$ cat src/rtl/alsu_cmd_issuer_pkg.sv
// Shared types for the ALSU command issuer: opcodes, control bundle,
// registered pin set, queued command and captured response records.
package alsu_cmd_issuer_pkg;

    localparam int TAG_W           = 4;
    localparam int DEF_CMD_DEPTH   = 4;
    localparam int DEF_RSP_DEPTH   = 4;
    localparam int DEF_CAPTURE_DLY = 3;

    typedef enum logic [2:0] {
        OP_OR        = 3'd0,
        OP_XOR       = 3'd1,
        OP_ADD       = 3'd2,
        OP_MULT      = 3'd3,
        OP_SHIFT     = 3'd4,
        OP_ROTATE    = 3'd5,
        OP_INVALID_6 = 3'd6,
        OP_INVALID_7 = 3'd7
    } opcode_e;

    typedef struct packed {
        logic cin;
        logic serial_in;
        logic direction;
        logic red_op_a;
        logic red_op_b;
        logic bypass_a;
        logic bypass_b;
    } alsu_ctrl_t;

    // Everything that is driven onto the ALSU input pins in one cycle.
    typedef struct packed {
        opcode_e    opcode;
        logic [2:0] a;
        logic [2:0] b;
        alsu_ctrl_t ctrl;
    } alsu_pins_t;

    typedef struct packed {
        alsu_pins_t       pins;
        logic [TAG_W-1:0] tag;
    } alsu_cmd_t;

    typedef struct packed {
        logic [5:0]       out;
        logic [TAG_W-1:0] tag;
    } alsu_rsp_t;

    // All-zero pins make the ALSU produce 0 on its output.
    localparam alsu_pins_t ALSU_NOP = '0;

endpackage

$ cat src/rtl/alsu_cmd_issuer_if.sv
// Command and response handshake ports of the ALSU command issuer.
// The issuer itself is the slave; the producer/consumer side is the master.
interface alsu_cmd_issuer_if;
    import alsu_cmd_issuer_pkg::*;

    logic             cmd_valid;
    logic             cmd_ready;
    opcode_e          cmd_opcode;
    logic [2:0]       cmd_a;
    logic [2:0]       cmd_b;
    alsu_ctrl_t       cmd_ctrl;
    logic [TAG_W-1:0] cmd_tag;

    logic             rsp_valid;
    logic             rsp_ready;
    logic [5:0]       rsp_out;
    logic [TAG_W-1:0] rsp_tag;

    modport master (
        output cmd_valid, cmd_opcode, cmd_a, cmd_b, cmd_ctrl, cmd_tag, rsp_ready,
        input  cmd_ready, rsp_valid, rsp_out, rsp_tag
    );

    modport slave (
        input  cmd_valid, cmd_opcode, cmd_a, cmd_b, cmd_ctrl, cmd_tag, rsp_ready,
        output cmd_ready, rsp_valid, rsp_out, rsp_tag
    );

endinterface

$ cat src/rtl/alsu_cmd_issuer_sfifo.sv
// Small synchronous FIFO. Push is ignored when full and pop when empty;
// full/empty come from the registered count. The read port shows zero while
// empty so nothing stale is ever presented downstream.
module alsu_cmd_issuer_sfifo #(
    parameter int WIDTH = 8,
    parameter int DEPTH = 4
) (
    input  logic                       clk_i,
    input  logic                       rst_ni,
    input  logic                       push_i,
    input  logic [WIDTH-1:0]           wdata_i,
    input  logic                       pop_i,
    output logic [WIDTH-1:0]           rdata_o,
    output logic [$clog2(DEPTH):0]     count_o
);
    localparam int AW = $clog2(DEPTH);
    localparam int CW = AW + 1;

    logic [WIDTH-1:0] mem_q [DEPTH];
    logic [AW-1:0]    wr_ptr_q, wr_ptr_d;
    logic [AW-1:0]    rd_ptr_q, rd_ptr_d;
    logic [CW-1:0]    count_q, count_d;
    logic             full, empty, do_push, do_pop;

    assign full    = (count_q == CW'(DEPTH));
    assign empty   = (count_q == '0);
    assign do_push = push_i && !full;
    assign do_pop  = pop_i && !empty;

    // Next pointers and occupancy; pointers wrap naturally at DEPTH.
    always_comb begin
        wr_ptr_d = wr_ptr_q;
        rd_ptr_d = rd_ptr_q;
        if (do_push) wr_ptr_d = wr_ptr_q + 1'b1;
        if (do_pop)  rd_ptr_d = rd_ptr_q + 1'b1;
        count_d = count_q + CW'(do_push) - CW'(do_pop);
    end

    // Pointer and count state.
    always_ff @(posedge clk_i or negedge rst_ni) begin
        if (!rst_ni) begin
            wr_ptr_q <= '0;
            rd_ptr_q <= '0;
            count_q  <= '0;
        end else begin
            wr_ptr_q <= wr_ptr_d;
            rd_ptr_q <= rd_ptr_d;
            count_q  <= count_d;
        end
    end

    // Storage needs no reset; the empty gate hides its contents.
    always_ff @(posedge clk_i) begin
        if (do_push) mem_q[wr_ptr_q] <= wdata_i;
    end

    assign rdata_o = empty ? '0 : mem_q[rd_ptr_q];
    assign count_o = count_q;

endmodule

$ cat src/rtl/alsu_cmd_issuer.sv
// Feeds tagged commands to the ALSU one per cycle, follows each through the
// ALSU's fixed latency and queues the result with its tag, strictly in order.
// A command is only issued when the response FIFO is sure to have room for it
// (queued responses + in-flight commands < RSP_DEPTH), so capture never overflows.
module alsu_cmd_issuer
    import alsu_cmd_issuer_pkg::*;
#(
    parameter int CMD_DEPTH   = DEF_CMD_DEPTH,
    parameter int RSP_DEPTH   = DEF_RSP_DEPTH,
    parameter int CAPTURE_DLY = DEF_CAPTURE_DLY
) (
    input  logic             clk_i,
    input  logic             rst_ni,
    alsu_cmd_issuer_if.slave bus,
    output logic [2:0]       alsu_opcode_o,
    output logic [2:0]       alsu_a_o,
    output logic [2:0]       alsu_b_o,
    output logic             alsu_cin_o,
    output logic             alsu_serial_in_o,
    output logic             alsu_direction_o,
    output logic             alsu_red_op_a_o,
    output logic             alsu_red_op_b_o,
    output logic             alsu_bypass_a_o,
    output logic             alsu_bypass_b_o,
    input  logic [5:0]       alsu_out_i
);
    localparam int CMD_CW = $clog2(CMD_DEPTH) + 1;
    localparam int RSP_CW = $clog2(RSP_DEPTH) + 1;
    localparam int CRW    = $clog2(RSP_DEPTH + CAPTURE_DLY + 1) + 1;

    alsu_cmd_t                         cmd_in, cmd_head;
    logic [CMD_CW-1:0]                 cmd_count;
    logic                              cmd_full, cmd_empty, cmd_push;
    alsu_rsp_t                         rsp_in, rsp_head;
    logic [RSP_CW-1:0]                 rsp_count;
    logic                              rsp_push, rsp_pop;
    logic [CRW-1:0]                    inflight_cnt;
    logic                              issue;
    alsu_pins_t                        alsu_q, alsu_d;
    logic [CAPTURE_DLY-1:0]            pipe_v_q, pipe_v_d;
    logic [CAPTURE_DLY-1:0][TAG_W-1:0] pipe_tag_q, pipe_tag_d;

    // ---- command side ----
    assign cmd_in.pins.opcode = bus.cmd_opcode;
    assign cmd_in.pins.a      = bus.cmd_a;
    assign cmd_in.pins.b      = bus.cmd_b;
    assign cmd_in.pins.ctrl   = bus.cmd_ctrl;
    assign cmd_in.tag         = bus.cmd_tag;

    assign cmd_full      = (cmd_count == CMD_CW'(CMD_DEPTH));
    assign cmd_empty     = (cmd_count == '0);
    assign bus.cmd_ready = !cmd_full;
    assign cmd_push      = bus.cmd_valid && !cmd_full;

    alsu_cmd_issuer_sfifo #(
        .WIDTH ($bits(alsu_cmd_t)),
        .DEPTH (CMD_DEPTH)
    ) u_cmd_fifo (
        .clk_i   (clk_i),
        .rst_ni  (rst_ni),
        .push_i  (cmd_push),
        .wdata_i (cmd_in),
        .pop_i   (issue),
        .rdata_o (cmd_head),
        .count_o (cmd_count)
    );

    // Credit check: count of commands already holding a response slot.
    always_comb begin
        inflight_cnt = '0;
        for (int i = 0; i < CAPTURE_DLY; i++) begin
            inflight_cnt = inflight_cnt + CRW'(pipe_v_q[i]);
        end
        issue = !cmd_empty && ((CRW'(rsp_count) + inflight_cnt) < CRW'(RSP_DEPTH));
    end

    // Pins take the popped command on issue, otherwise fall back to NOP.
    always_comb begin
        alsu_d = ALSU_NOP;
        if (issue) alsu_d = cmd_head.pins;
    end

    // Registered ALSU input pins.
    always_ff @(posedge clk_i or negedge rst_ni) begin
        if (!rst_ni) alsu_q <= ALSU_NOP;
        else         alsu_q <= alsu_d;
    end

    assign alsu_opcode_o    = alsu_q.opcode;
    assign alsu_a_o         = alsu_q.a;
    assign alsu_b_o         = alsu_q.b;
    assign alsu_cin_o       = alsu_q.ctrl.cin;
    assign alsu_serial_in_o = alsu_q.ctrl.serial_in;
    assign alsu_direction_o = alsu_q.ctrl.direction;
    assign alsu_red_op_a_o  = alsu_q.ctrl.red_op_a;
    assign alsu_red_op_b_o  = alsu_q.ctrl.red_op_b;
    assign alsu_bypass_a_o  = alsu_q.ctrl.bypass_a;
    assign alsu_bypass_b_o  = alsu_q.ctrl.bypass_b;

    // In-flight pipe: stage 0 is loaded on the same edge as the pins, so the
    // last stage is valid exactly when alsu_out holds that command's result.
    always_comb begin
        pipe_v_d      = '0;
        pipe_tag_d    = '0;
        pipe_v_d[0]   = issue;
        pipe_tag_d[0] = cmd_head.tag;
        for (int i = 1; i < CAPTURE_DLY; i++) begin
            pipe_v_d[i]   = pipe_v_q[i-1];
            pipe_tag_d[i] = pipe_tag_q[i-1];
        end
    end

    // In-flight valid/tag state.
    always_ff @(posedge clk_i or negedge rst_ni) begin
        if (!rst_ni) begin
            pipe_v_q   <= '0;
            pipe_tag_q <= '0;
        end else begin
            pipe_v_q   <= pipe_v_d;
            pipe_tag_q <= pipe_tag_d;
        end
    end

    // ---- response side ----
    assign rsp_push   = pipe_v_q[CAPTURE_DLY-1];
    assign rsp_in.out = alsu_out_i;
    assign rsp_in.tag = pipe_tag_q[CAPTURE_DLY-1];
    assign rsp_pop    = bus.rsp_valid && bus.rsp_ready;

    alsu_cmd_issuer_sfifo #(
        .WIDTH ($bits(alsu_rsp_t)),
        .DEPTH (RSP_DEPTH)
    ) u_rsp_fifo (
        .clk_i   (clk_i),
        .rst_ni  (rst_ni),
        .push_i  (rsp_push),
        .wdata_i (rsp_in),
        .pop_i   (rsp_pop),
        .rdata_o (rsp_head),
        .count_o (rsp_count)
    );

    assign bus.rsp_valid = (rsp_count != '0);
    assign bus.rsp_out   = rsp_head.out;
    assign bus.rsp_tag   = rsp_head.tag;

endmodule

$ cat src/flat_wrapper.sv
// flat-port wrapper written by rule: the top's interface ports become plain ports
module alsu_cmd_issuer_flat import alsu_cmd_issuer_pkg::*;
#(
    parameter int CMD_DEPTH   = DEF_CMD_DEPTH,
    parameter int RSP_DEPTH   = DEF_RSP_DEPTH,
    parameter int CAPTURE_DLY = DEF_CAPTURE_DLY
)
  (clk_i, rst_ni, alsu_opcode_o, alsu_a_o, alsu_b_o, alsu_cin_o, alsu_serial_in_o, alsu_direction_o, alsu_red_op_a_o, alsu_red_op_b_o, alsu_bypass_a_o, alsu_bypass_b_o, alsu_out_i, bus_cmd_valid, bus_cmd_opcode, bus_cmd_a, bus_cmd_b, bus_cmd_ctrl, bus_cmd_tag, bus_rsp_ready, bus_cmd_ready, bus_rsp_valid, bus_rsp_out, bus_rsp_tag);
  alsu_cmd_issuer_if bus_i ();
  input  logic clk_i;
  input  logic rst_ni;
  output logic [2:0] alsu_opcode_o;
  output logic [2:0] alsu_a_o;
  output logic [2:0] alsu_b_o;
  output logic alsu_cin_o;
  output logic alsu_serial_in_o;
  output logic alsu_direction_o;
  output logic alsu_red_op_a_o;
  output logic alsu_red_op_b_o;
  output logic alsu_bypass_a_o;
  output logic alsu_bypass_b_o;
  input  logic [5:0] alsu_out_i;
  input wire logic [$bits(bus_i.cmd_valid)-1:0] bus_cmd_valid;
  input wire logic [$bits(bus_i.cmd_opcode)-1:0] bus_cmd_opcode;
  input wire logic [$bits(bus_i.cmd_a)-1:0] bus_cmd_a;
  input wire logic [$bits(bus_i.cmd_b)-1:0] bus_cmd_b;
  input wire logic [$bits(bus_i.cmd_ctrl)-1:0] bus_cmd_ctrl;
  input wire logic [$bits(bus_i.cmd_tag)-1:0] bus_cmd_tag;
  input wire logic [$bits(bus_i.rsp_ready)-1:0] bus_rsp_ready;
  output wire logic [$bits(bus_i.cmd_ready)-1:0] bus_cmd_ready;
  output wire logic [$bits(bus_i.rsp_valid)-1:0] bus_rsp_valid;
  output wire logic [$bits(bus_i.rsp_out)-1:0] bus_rsp_out;
  output wire logic [$bits(bus_i.rsp_tag)-1:0] bus_rsp_tag;
  assign bus_i.cmd_valid = bus_cmd_valid;
  assign bus_i.cmd_opcode = bus_cmd_opcode;
  assign bus_i.cmd_a = bus_cmd_a;
  assign bus_i.cmd_b = bus_cmd_b;
  assign bus_i.cmd_ctrl = bus_cmd_ctrl;
  assign bus_i.cmd_tag = bus_cmd_tag;
  assign bus_i.rsp_ready = bus_rsp_ready;
  assign bus_cmd_ready = bus_i.cmd_ready;
  assign bus_rsp_valid = bus_i.rsp_valid;
  assign bus_rsp_out = bus_i.rsp_out;
  assign bus_rsp_tag = bus_i.rsp_tag;
  alsu_cmd_issuer #(.CMD_DEPTH(CMD_DEPTH), .RSP_DEPTH(RSP_DEPTH), .CAPTURE_DLY(CAPTURE_DLY)) u_core (.clk_i(clk_i), .rst_ni(rst_ni), .bus(bus_i), .alsu_opcode_o(alsu_opcode_o), .alsu_a_o(alsu_a_o), .alsu_b_o(alsu_b_o), .alsu_cin_o(alsu_cin_o), .alsu_serial_in_o(alsu_serial_in_o), .alsu_direction_o(alsu_direction_o), .alsu_red_op_a_o(alsu_red_op_a_o), .alsu_red_op_b_o(alsu_red_op_b_o), .alsu_bypass_a_o(alsu_bypass_a_o), .alsu_bypass_b_o(alsu_bypass_b_o), .alsu_out_i(alsu_out_i));
endmodule
$ cat config.mk
export PLATFORM = sky130hd
export DESIGN_NAME = alsu_cmd_issuer_flat
export DESIGN_NICKNAME = d
export VERILOG_FILES = /design/src/rtl/alsu_cmd_issuer_pkg.sv /design/src/rtl/alsu_cmd_issuer_if.sv /design/src/rtl/alsu_cmd_issuer_sfifo.sv /design/src/rtl/alsu_cmd_issuer.sv /design/src/flat_wrapper.sv
export SDC_FILE = /design/constraint.sdc
export NUM_CORES = 1
export LEC_CHECK = 0
export BUFFER_PORTS_ARGS = -buffer_cell sky130_fd_sc_hd__buf_4
export CAP_MARGIN = 10
export CORE_MARGIN = 2
export CORE_UTILIZATION = 38
export CTS_BUF_LIST = sky130_fd_sc_hd__clkbuf_16
export CTS_CLUSTER_DIAMETER = 120
export DETAILED_ROUTE_END_ITERATION = 7
export PLACE_DENSITY_LB_ADDON = 0.05
export SLEW_MARGIN = 5
export SYNTH_ARGS = -nofsm -noshare
export SYNTH_HDL_FRONTEND = slang
export SYNTH_HIERARCHICAL = 1
export SYNTH_SLANG_ARGS = --single-unit
$ cat constraint.sdc
create_clock -name clk_i -period 5.6 [get_ports clk_i]
set_input_delay 1.68 -clock clk_i [delete_from_list [all_inputs] [get_ports clk_i]]
set_output_delay 1.68 -clock clk_i [all_outputs]
set_load 0.02 [all_outputs]
# Yosys cells after proc, flatten, opt, wreduce, memory -nomap -nowiden

Memory sizes are Yosys's and may differ from the RTL's.
Index checks and enable logic that the tools add are counted.

Memories kept: 2
Word-level logic and storage cells: 57
Input port bits: 30
Bits in latches: 0
ROM bits: 0
Memory bits (writable): 120
Register bits after elaboration: 45
Output and inout bits: 28

Memory list:

| memory                  | words | bits a word | read ports | clocked after memory_dff | wr ports | line                        | RTL |
|---|---|---|---|---|---|---|---|
| u_core.u_cmd_fifo.mem_q | 4     | 20          | 1          | 0                        | 1        | alsu_cmd_issuer_sfifo.sv:19 | `logic [WIDTH-1:0] mem_q [DEPTH];` |
| u_core.u_rsp_fifo.mem_q | 4     | 10          | 1          | 0                        | 1        | alsu_cmd_issuer_sfifo.sv:19 |  |

$lt $le $gt $ge: 1
Shift operators: 0
Add/sub/neg operators: 11
Equality and inequality tests: 2
Multiply operators: 0
Reduce and logical (&&, ||, !) cells: 14
Bitwise logic cells: 0
Divide/modulo/power cells: 0
Multiplexer cells: 7

Operators by type and width:

| operator                                                              | number |
|---|---|
| 20-bit 2-to-1 mux                                                     | 1 |
| 16-bit 2-to-1 mux                                                     | 1 |
| 10-bit 2-to-1 mux                                                     | 1 |
| 2-bit by 1-bit adder with 2-bit output (second input constant)        | 4 |
| 1-bit logical AND                                                     | 7 |
| 3-bit by 1-bit adder with 3-bit output                                | 2 |
| 3-bit equality test (second input constant)                           | 2 |
| 3-bit logical NOT                                                     | 2 |
| 3-bit by 1-bit subtractor with 3-bit output                           | 2 |
| 3-bit by 4-bit adder with 4-bit output                                | 1 |
| 4-bit by 1-bit adder with 4-bit output                                | 1 |
| 1-bit logical NOT                                                     | 4 |
| 4-bit by 3-bit < comparator with 1-bit output (second input constant) | 1 |
| 1-bit 2-to-1 mux                                                      | 4 |
| 3-bit nonzero test                                                    | 1 |
| 1-bit by 1-bit adder with 2-bit output                                | 1 |

# Logic depth before layout (Yosys ltp)

Gate-level depths: netlist of run 1.

Depth in word-level cells: 7
Gate-level depth with buffers: 15

# Cells and area by module

Netlist of run 1, hierarchy kept.

By module, submodules not included:

| module                                     | area an instance (um^2) | seq. area each (um^2) | cells each | instances |
|---|---|---|---|---|
| alsu_cmd_issuer_sfifo at u_core.u_cmd_fifo | 3,424.5                 | 2,577.5               | 162        | 1 |
| alsu_cmd_issuer_sfifo at u_core.u_rsp_fifo | 1,911.8                 | 1,376.3               | 99         | 1 |
| alsu_cmd_issuer                            | 1,148.6                 | 775.7                 | 67         | 1 |

# Worst setup path after synthesis of run 1

OpenSTA, ideal clock, no wires.

Kind: input to register
Start point: in bus_cmd_valid
End point: reg u_core.u_cmd_fifo.count_q[2], in the netlist u_core/u_cmd_fifo/count_o[2]
Data arrival time: 3.244 ns
Path slack: 2.233 ns
Stages on the path: 9
Setup time: 0.123 ns
Cell sequence: a21boi_0 > a21boi_2 > inv_1 > ha_1 > inv_1 > ha_1 > fa_1 > xnor2_1 > xnor2_1

Cells in the longest elaborated chain, start to end: 4

RTL lines:

| element                                     | line                        | RTL |
|---|---|---|
| from (decl)                                 | flat_wrapper.sv:23          | `input wire logic [$bits(bus_i.cmd_valid)-1:0] bus_cmd_valid;` |
| 1-bit logical AND                           | alsu_cmd_issuer.sv:53       | `assign cmd_push = bus.cmd_valid && !cmd_full;` |
| 1-bit logical AND                           | alsu_cmd_issuer_sfifo.sv:27 | `assign do_push = push_i && !full;` |
| 3-bit by 1-bit adder with 3-bit output      | alsu_cmd_issuer_sfifo.sv:36 | `count_d = count_q + CW'(do_push) - CW'(do_pop);` |
| 3-bit by 1-bit subtractor with 3-bit output | alsu_cmd_issuer_sfifo.sv:36 |  |
| via u_core.u_cmd_fifo.count_d[2]            | alsu_cmd_issuer_sfifo.sv:22 | `logic [CW-1:0] count_q, count_d;` |
| to (signal assigned)                        | alsu_cmd_issuer_sfifo.sv:48 | `count_q <= count_d;` |
| to (decl)                                   | alsu_cmd_issuer_sfifo.sv:22 |  |

The timed path passes the listed nets, and every way through them passes these cells.
A chain may end at the register's enable or synchronous reset.

# Worst setup path after layout of run 1

Start point: reg u_core.u_rsp_fifo.rd_ptr_q[0]
End point: out bus_rsp_tag[0]

Cells in the longest elaborated chain, start to end: 2

RTL lines:

| element                | line                        | RTL |
|---|---|---|
| from (decl)            | alsu_cmd_issuer_sfifo.sv:21 | `logic [AW-1:0] rd_ptr_q, rd_ptr_d;` |
| from (signal assigned) | alsu_cmd_issuer_sfifo.sv:47 | `rd_ptr_q <= rd_ptr_d;` |
| memory read 4 x 10 bit | n/a                         |  |
| 10-bit 2-to-1 mux      | alsu_cmd_issuer_sfifo.sv:57 | `assign rdata_o = empty ? '0 : mem_q[rd_ptr_q];` |
| to (decl)              | flat_wrapper.sv:33          | `output wire logic [$bits(bus_i.rsp_tag)-1:0] bus_rsp_tag;` |

Every way passes these cells.

==> results of run 1 <==
how the worst max path moves through the flow:
| stage | endpoint | cells after the start |
|---|---|---|
| CTS | bus_rsp_tag[0] | 3 |
| global route | bus_rsp_tag[0] | 3 |
| global placement | u_core/u_cmd_fifo/count_o[2] | 10 |
| finish | bus_rsp_tag[0] | 3 |
| floorplan | u_core/u_cmd_fifo/count_o[2] | 9 |
| detailed placement | u_core/u_cmd_fifo/count_o[2] | 10 |
flip-flops by register name (all words and copies together), names as in the netlist:
| register | flops |
|---|---|
| u_core/u_cmd_fifo/mem_q | 80 |
| u_core/u_rsp_fifo/count_o | 3 |
| u_core/alsu_cin_o | 1 |
| u_core/u_cmd_fifo/rd_ptr_q | 2 |
| u_core/u_rsp_fifo/rd_ptr_q | 2 |
| u_core/alsu_bypass_a_o | 1 |
| u_core/alsu_direction_o | 1 |
| u_core/pipe_tag_q | 4 |
| u_core/pipe_v_q | 3 |
| u_core/u_cmd_fifo/wr_ptr_q | 2 |
| u_core/alsu_b_o | 3 |
| u_core/u_rsp_fifo/mem_q | 40 |
| u_core/alsu_red_op_a_o | 1 |
| u_core/alsu_serial_in_o | 1 |
| u_core/pipe_tag_d | 8 |
| u_core/alsu_red_op_b_o | 1 |
| u_core/alsu_bypass_b_o | 1 |
| u_core/alsu_opcode_o | 3 |
| u_core/alsu_a_o | 3 |
| u_core/u_cmd_fifo/count_o | 3 |
| u_core/u_rsp_fifo/wr_ptr_q | 2 |
metrics by stage:
step / setup WS, ns / std cells
after floorplan: 2.23 / 328
after global placement: 2.02 / 598
after detailed placement: 1.93 / 598
after CTS: 1.68 / 630
after global routing: 1.60 / 630
final: 1.75 / 630
metal layers:
metal	vias to the layer above	wire [um]	track usage
met2	58	5920	0.235
met3	14	395	0.0383
met5	-	0	0
li1	1372	-	-
met1	1552	4980	0.168
met4	0	191	0.0579
critical path: cells and delay by family (launching register included):
family	cells	cell delay [ns]
buffers and inverters	1	0.15
DFF	1	0.84
muxes	1	0.60
and+or+nand+nor	1	0.15
placed cells by master (no fill, tap or decap), drive strengths merged, types with 9 or more instances in the layout:
master and count:
and2 9, buf 64, nor4b 16, nor2b 32, ha 13, dfrtp 45
inv 21, mux4 30, clkbuf 18, edfxtp 120
power by group:
group / internal (mW) / switching (mW) / total [mW]
combinational: 0.680 / 0.754 / 1.43
clock: 0.624 / 0.444 / 1.07
sequential: 1.68 / 0.169 / 1.85
total: 2.99 / 1.37 / 4.35
logic make-up (layout without fill, tap and decap cells):
logic type / Yosys count / after routing / synth area share
buffers and inverters: 30 / 112 / 0.0272
adder cells (fa/ha/maj): 16 / 16 / 0.0343
flip-flops: 165 / 165 / 0.729
XOR/XNOR: 10 / 10 / 0.0135
AND/OR/NAND/NOR: 72 / 72 / 0.0839
multiplexers: 32 / 32 / 0.108
AO/OA/AOI/OAI: 3 / 3 / 0.00405
cell type report:
cell class | instances | area [um2] | area share
clock inverters | 14 | 91.3 | 0.0119
clock buffers | 18 | 450 | 0.0587
flip-flops and latches | 165 | 4730 | 0.616
inverters | 16 | 60.1 | 0.00782
multi-input cells | 133 | 1590 | 0.207
well taps | 220 | 275 | 0.0359
repair buffers | 64 | 480 | 0.0626
==> flow_metrics.env, run 1 <==
export IMPL_status="finished clean"
export IMPL_synth_edf_count=120
export IMPL_async_flop_share=0.273
export IMPL_netlist_area_um2=6480
export IMPL_worst_slew_pin_slew_ns=0.964
export IMPL_crit_type="register to output pin"
export IMPL_rsz0062_at_grt="false"
export IMPL_first_pass_iters=4
export IMPL_ys_seq_area_frac=0.729
export IMPL_holdPathStages=0
export IMPL_synthCells=328
export IMPL_cts_htree_levels=4
export IMPL_max_freq_mhz=260
export IMPL_totalPowerFinal_mw=4.35
export IMPL_cap_violations=0
export IMPL_cts_setup_buffers=0
export IMPL_dieArea_um2=18100
export IMPL_min_period_ns=3.85
export IMPL_cts_root_buffer="clkbuf_16"
export IMPL_vias=2996
export IMPL_core_area_um2=16600
export IMPL_grt_usage=0.139
export IMPL_synth_cell_types=27
export IMPL_ios=58
export IMPL_grt_pass1_wl_um=18200
export IMPL_start_util=0.390
export IMPL_yosysWarnings=6
export IMPL_hold_class="register to register"
export IMPL_min_to="u_core/pipe_tag_q[11]"
export IMPL_vdd_drop_max_mv=0.270
export IMPL_antenna_found_initial=0
export IMPL_die_width_um=135
export IMPL_clk_path_buf_depth=2
export IMPL_synth_top_cell_area_share=0.556
export IMPL_place_congestion=0.658
export IMPL_drive_gt1_frac=0.337
export IMPL_wl_per_cell_um=18.2
export IMPL_area_delta_synth_final_pct=18.4
export IMPL_portBuffers=57
export IMPL_cts_tree="built"
export IMPL_grt_pass1_vias=3292
export IMPL_clock_sinks=165
export IMPL_postRouteAntennaNets=0
export IMPL_cts_buffers=17
export IMPL_holdWs_ns=0.346
export IMPL_layout_nets=443
export IMPL_ff2ff_path_depth=13
export IMPL_placed_cell_area_um2=7140
export IMPL_gr_total_overflow=0
export IMPL_slowest_delay_ns=0.84
export IMPL_end_kind="output pin"
export IMPL_maxSlewHeadroom=0.356
export IMPL_worst_path_max_fanout=12
export IMPL_dieHeight_um=135
export IMPL_cp_data_arrival_time_ns=2.17
export IMPL_required_ns=3.92
export IMPL_final_hold_viol_count=0
export IMPL_synth_fp_nets=374
export IMPL_cp_slowest_cell="dfrtp_1"
export IMPL_finalInstanceArea_um2=7680
export IMPL_finalSetupTns_ns=0
export IMPL_finClkSkew_ns=0.00604
export IMPL_avgSynthCellArea_um2=19.8
export IMPL_start_kind="register"
export IMPL_synth_seq_cells=165
export IMPL_clk_pin_slew_ns=0.06
export IMPL_slew_violations=0
export IMPL_rows=47
export IMPL_synth_most_common_cell="edfxtp_1"
export IMPL_power_density_nw_per_um2=567
export IMPL_route_detailed_drc=0
export IMPL_crit_chain="mux4_2 > nor2b_1 > buf_4"
export IMPL_reg2reg_slack_ns=2.01
export IMPL_wl_um=11500
export IMPL_power_leakage_nw=2.88
export IMPL_postCtsHoldBufs=0
export IMPL_yosysTopAreaCell="edfxtp_1"
export IMPL_hold_start="u_core/pipe_tag_d[11]"
export IMPL_num_antenna_cells=0
export IMPL_vias_per_cell=4.76
export IMPL_drt_iter0_drc=118
export IMPL_yosys_top_cells_area="edfxtp_1, dfrtp_1, mux4_2"
export IMPL_finalSetupViolCount=0
export IMPL_r2r_end="u_core/u_cmd_fifo/count_o[2]"
export IMPL_synth_flop_cell="edfxtp_1"
export IMPL_netlist_top_cells_count="edfxtp_1, dfrtp_1, nor2b_1"
export IMPL_post_cts_resize_count=0
export IMPL_finalCritPeriodShare=0.687
export IMPL_postLayoutCoreUtil=0.461
export IMPL_insertion_delay_ns=0.42
export IMPL_grt_max_degree=46
export IMPL_dp_final_hpwl_um=6990
export IMPL_rr_startpoint="u_core/u_rsp_fifo/count_o[0]"
export IMPL_crit_start="u_core/u_rsp_fifo/rd_ptr_q[0]"
export IMPL_nFillCells=1470
No activity file was read; power rests on OpenSTA's default activity.
==> inputs of run 2 (changes only) <==
==> constraint.sdc (replaced) <==
create_clock -name clk_i -period 3.09 [get_ports clk_i]
set_input_delay 0.927 -clock clk_i [delete_from_list [all_inputs] [get_ports clk_i]]
set_output_delay 0.927 -clock clk_i [all_outputs]
set_load 0.02 [all_outputs]
==> flow_metrics.env, run 2 (same netlist as run 1, synthesis figures left out) <==
export IMPL_status="finished clean"
export IMPL_grt_pass1_wl_um=18900
export IMPL_worst_slew_pin_slew_ns=0.588
export IMPL_layout_common_cells="edfxtp_1, buf_4, dfrtp_1"
export IMPL_start_util=0.390
export IMPL_clock_sinks=165
export IMPL_p_comb_frac=0.344
export IMPL_rows=47
export IMPL_clk_pin_slew_ns=0.06
export IMPL_crit_chain="buf_4 > mux4_2 > nor2b_1 > buf_4"
export IMPL_core_area_um2=16600
export IMPL_clkPwrFrac=0.245
export IMPL_postRouteAntennaNets=0
export IMPL_p_seq_frac=0.411
export IMPL_slew_violations=0
export IMPL_dieArea_um2=18100
export IMPL_grt_usage=0.144
export IMPL_vdd_drop_max_mv=0.407
export IMPL_cts_root_buffer="clkbuf_16"
export IMPL_postCtsHoldBufs=0
export IMPL_ios=58
export IMPL_largest_reg_flops=80
export IMPL_cpMostUsedCell="buf_4"
export IMPL_dp_final_hpwl_um=7270
export IMPL_reg2reg_slack_ns=0.31
export IMPL_post_cts_resize_count=0
export IMPL_crit_type="register to output pin"
export IMPL_p_int_mw=5.52
export IMPL_grt_max_degree=46
export IMPL_power_switching_mw=2.51
export IMPL_vias=3028
export IMPL_cts_htree_levels=4
export IMPL_die_width_um=135
export IMPL_first_pass_iters=4
export IMPL_power_leakage_nw=2.91
export IMPL_mostFrequentLayoutCell="edfxtp_1"
export IMPL_path_delay_family="multiplexers"
export IMPL_wl_per_cell_um=18.7
export IMPL_cap_violations=0
export IMPL_area_delta_synth_final_pct=19.5
export IMPL_finalCritPeriodShare=0.910
export IMPL_cts_buffers=17
export IMPL_start_kind="register"
export IMPL_gr_total_overflow=0
export IMPL_hold_class="register to register"
export IMPL_layout_nets=452
export IMPL_sw_frac_of_total=0.313
export IMPL_portBuffers=57
export IMPL_final_hold_viol_count=0
export IMPL_maxSlewHeadroom=0.608
export IMPL_nFillCells=1445
export IMPL_min_period_ns=2.81
export IMPL_top_register="u_core/u_cmd_fifo/mem_q"
export IMPL_required_ns=2.16
export IMPL_insertion_delay_ns=0.42
export IMPL_place_congestion=0.660
export IMPL_cp_data_arrival_time_ns=1.88
export IMPL_worst_path_max_fanout=10
export IMPL_finalSetupViolCount=0
export IMPL_path_buf_inv=2
export IMPL_vias_per_cell=4.75
export IMPL_drive_gt1_frac=0.344
export IMPL_finalSetupTns_ns=0
export IMPL_grt_pass1_vias=3250
export IMPL_drt_iter0_drc=125
export IMPL_placed_cell_area_um2=7200
export IMPL_route_detailed_drc=0
export IMPL_wl_um=11900
export IMPL_max_freq_mhz=356
export IMPL_clk_path_buf_depth=2
export IMPL_cts_tree="built"
export IMPL_dieHeight_um=135
export IMPL_power_density_nw_per_um2=1040
export IMPL_cts_setup_buffers=0
export IMPL_num_antenna_cells=0
export IMPL_antenna_found_initial=0
export IMPL_end_kind="output pin"
export IMPL_slowest_delay_ns=0.53
export IMPL_finalInstanceArea_um2=7750
export IMPL_rsz0062_at_grt="false"
export IMPL_cp_slowest_cell="mux4_2"
export IMPL_finClkSkew_ns=0.0111
==> run 2: cell types whose count changed in the layout (fill, tap and decap cells not counted), sizes merged <==
cell      previous run  this run
clkinvlp             0         2
inv                 21        18
clkbuf              18        17
buf                 64        73
bufinv               1         2
==> run 2: per-stage QoR <==
stage	hold WS (ns)	setup WS, ns	total power [mW]	util	cells
2_1_floorplan	0.331	0.0108	5.28	-	328
3_3_place_gp	0.337	0.273	6.14	0.432	607
3_5_place_dp	0.337	0.209	6.18	0.432	607
4_1_cts	0.345	0.171	8.17	0.465	638
5_1_grt	0.357	0.0685	8.53	0.466	638
6_report	0.345	0.279	8.03	0.466	638
==> run 2: power by group through the flow <==
stage          Sequential, mW  Clock, mW  Combinational, mW
2_1_floorplan            3.34          0               1.94
3_3_place_gp             3.33          0               2.81
5_1_grt                  3.36       2.11               3.06
4_1_cts                  3.31       2.03               2.83
3_5_place_dp             3.36          0               2.83
6_report                 3.30       1.97               2.76
==> run 2: final cells by class <==
class	instances	area, um2	area share
timing repair buffer	73	548	0.0707
clock inverter	14	121	0.0157
clock buffer	17	425	0.0549
sequential	165	4730	0.610
tap	220	275	0.0355
multi-input combinational	133	1590	0.205
inverter	16	60.1	0.00775
==> run 2: layer usage <==
layer | wire, um | vias up | global-route usage
li1 | - | 1385 | -
met1 | 5190 | 1571 | 0.184
met2 | 6130 | 55 | 0.237
met3 | 412 | 17 | 0.0353
met4 | 205 | 0 | 0.0579
met5 | 0 | - | 0
==> run 2: final timing paths <==
check,end,cells after the start,start
max in group asynchronous,u_core/u_rsp_fifo/rd_ptr_q[0],1,rst_ni
worst min register to register,u_core/pipe_tag_q[10],0,u_core/pipe_tag_d[10]
worst max register to register,u_core/u_cmd_fifo/count_o[2],13,u_core/u_rsp_fifo/count_o[0]
worst max-delay path,bus_rsp_tag[0],4,u_core/u_rsp_fifo/rd_ptr_q[0]
min in group asynchronous,u_core/pipe_tag_d[7],1,rst_ni
worst min-delay path,u_core/pipe_tag_q[10],0,u_core/pipe_tag_d[10]
==> run 2: worst reg2reg max path: cells and delay by family, from the launching register on <==
| kind | cells | cell delay [ns] |
|---|---|---|
| DFF | 1 | 0.34 |
| xor gates and xnor gates | 2 | 0.28 |
| adders and majority gates | 5 | 1.32 |
| and+or+nand+nor | 3 | 0.58 |
| buffers and inverters | 3 | 0.16 |
==> inputs of run 3 (changes only) <==
--- a/config.mk
+++ b/config.mk
@@ -9,7 +9,7 @@
 export CAP_MARGIN = 10
 export CORE_MARGIN = 2
 export CORE_UTILIZATION = 38
-export CTS_BUF_LIST = sky130_fd_sc_hd__clkbuf_16
+export CTS_BUF_LIST = sky130_fd_sc_hd__clkbuf_4
 export CTS_CLUSTER_DIAMETER = 120
 export DETAILED_ROUTE_END_ITERATION = 7
 export PLACE_DENSITY_LB_ADDON = 0.05
==> flow_metrics.env, run 3 (same netlist as run 1, synthesis figures left out) <==
export IMPL_dp_final_hpwl_um=7270
export IMPL_start_kind="register"
export IMPL_cts_root_buffer="clkbuf_4"
export IMPL_dieArea_um2=18100
export IMPL_crit_chain="buf_6 > mux4_2 > nor2b_1 > buf_4"
export IMPL_drive_gt1_frac=0.349
export IMPL_ios=58
export IMPL_totalPowerFinal_mw=7.23
export IMPL_grt_max_degree=46
export IMPL_vdd_drop_max_mv=0.367
export IMPL_p_comb_frac=0.381
export IMPL_p_seq_frac=0.455
export IMPL_layout_common_cells="edfxtp_1, buf_4, dfrtp_1"
export IMPL_rows=47
export IMPL_slew_violations=0
export IMPL_postCtsHoldBufs=0
export IMPL_crit_start="u_core/u_rsp_fifo/rd_ptr_q[0]"
export IMPL_finalSetupViolCount=0
export IMPL_rsz0062_at_grt="false"
export IMPL_status="finished clean"
export IMPL_top_register="u_core/u_cmd_fifo/mem_q"
export IMPL_end_kind="output pin"
export IMPL_final_hold_viol_count=0
export IMPL_route_detailed_drc=0
export IMPL_ff2ff_path_depth=13
export IMPL_reg2reg_slack_ns=0.30
export IMPL_finalSetupTns_ns=0
export IMPL_core_area_um2=16600
export IMPL_die_width_um=135
export IMPL_area_delta_synth_final_pct=15.1
export IMPL_power_switching_mw=2.40
export IMPL_sw_frac_of_total=0.332
export IMPL_finClkSkew_ns=0.0176
export IMPL_cp_endpoint="bus_rsp_tag[0]"
export IMPL_rr_startpoint="u_core/u_rsp_fifo/count_o[0]"
export IMPL_slowest_delay_ns=0.52
export IMPL_cap_violations=0
export IMPL_cts_buffers=17
export IMPL_place_congestion=0.660
export IMPL_multi_input_area_um2=1590
export IMPL_dp_cells=607
export IMPL_cts_tree="built"
export IMPL_min_period_ns=2.91
export IMPL_cts_htree_levels=4
export IMPL_hold_start="u_core/pipe_tag_d[10]"
export IMPL_postRouteAntennaNets=0
export IMPL_finalCritPeriodShare=0.942
export IMPL_maxSlewHeadroom=0.608
export IMPL_dieHeight_um=135
export IMPL_p_int_mw=4.83
export IMPL_placed_cell_area_um2=7200
export IMPL_largest_reg_flops=80
export IMPL_gr_total_overflow=0
export IMPL_finalInstanceArea_um2=7470
export IMPL_wl_um=11900
export IMPL_clk_pin_slew_ns=0.13
export IMPL_vias_per_cell=4.74
export IMPL_start_util=0.390
export IMPL_ff_latch_area_um2=4730
export IMPL_grt_pass1_vias=3246
export IMPL_wl_per_cell_um=18.6
export IMPL_required_ns=2.16
export IMPL_worst_path_max_fanout=10
export IMPL_clkPwrFrac=0.164
export IMPL_cp_data_arrival_time_ns=1.98
export IMPL_max_freq_mhz=344
export IMPL_fin_cells=639
export IMPL_antenna_found_initial=1
export IMPL_vias=3026
export IMPL_first_pass_iters=4
export IMPL_r2r_end="u_core/u_cmd_fifo/count_o[2]"
export IMPL_cp_slowest_cell="mux4_2"
export IMPL_clk_path_buf_depth=2
export IMPL_hold_class="register to register"
export IMPL_drt_iter0_drc=163
export IMPL_power_density_nw_per_um2=969
export IMPL_insertion_delay_ns=0.54
export IMPL_worst_slew_pin_slew_ns=0.587
export IMPL_portBuffers=57
export IMPL_nFillCells=1484
export IMPL_mostFrequentLayoutCell="edfxtp_1"
export IMPL_grt_pass1_wl_um=18900
export IMPL_crit_type="register to output pin"
export IMPL_layout_nets=452
export IMPL_postLayoutCoreUtil=0.449
export IMPL_grt_usage=0.144
export IMPL_clock_sinks=165
export IMPL_cts_setup_buffers=0
export IMPL_power_leakage_nw=2.78
## run 3: worst min-delay path by stage
stage                                  endpoint  cells after the start
after global routing       u_core/pipe_tag_d[7]                      1
after global placement    u_core/pipe_tag_q[10]                      0
final                     u_core/pipe_tag_q[10]                      0
after detailed placement  u_core/pipe_tag_q[10]                      0
after CTS                 u_core/pipe_tag_q[10]                      1
after floorplan           u_core/pipe_tag_d[10]                      0
## run 3: final cells by class
class | instances | share of cell area
sequential | 165 | 0.633
multi-input combinational | 133 | 0.213
timing repair buffer | 73 | 0.0739
tap | 220 | 0.0369
clock buffer | 19 | 0.0191
clock inverter | 12 | 0.0152
inverter | 16 | 0.00804
antenna | 1 | 0.000335
## run 3: timing repair
item / 4_1_cts / 5_1_grt
hold endpoints to repair: 0 / 0
gates resized for setup: 0 / 3
setup endpoints to repair: 0 / 11
## run 3: worst max-delay path, delay by kind of cell, from the launching register on
kind,cells,cell delay (ns)
multiplexers,1,0.52
AND/OR/NAND/NOR,1,0.15
flip-flops,1,0.41
buffers and inverters,2,0.36
## run 3: power groups by stage
stage | Clock (mW) | Combinational, mW | Sequential, mW
2_1_floorplan | 0 | 1.94 | 3.34
3_5_place_dp | 0 | 2.83 | 3.36
6_report | 1.19 | 2.76 | 3.29
4_1_cts | 1.24 | 2.83 | 3.31
5_1_grt | 1.33 | 3.07 | 3.35
3_3_place_gp | 0 | 2.81 | 3.33
## run 3: per-stage QoR
stage                     hold slack [ns]  worst slack (ns)
final                               0.345             0.181
after global routing                0.350          0.000384
after CTS                           0.345            0.0388
after detailed placement            0.337             0.209
after global placement              0.337             0.273
after floorplan                     0.331            0.0108
## run 3: per-layer routing
layer  share of wire  up-vias  global-route usage
met2            0.51       54               0.239
met4           0.012        0              0.0474
li1                -     1392                   -
met1            0.44     1569               0.183
met5               0        -                   0
met3           0.036       11              0.0420
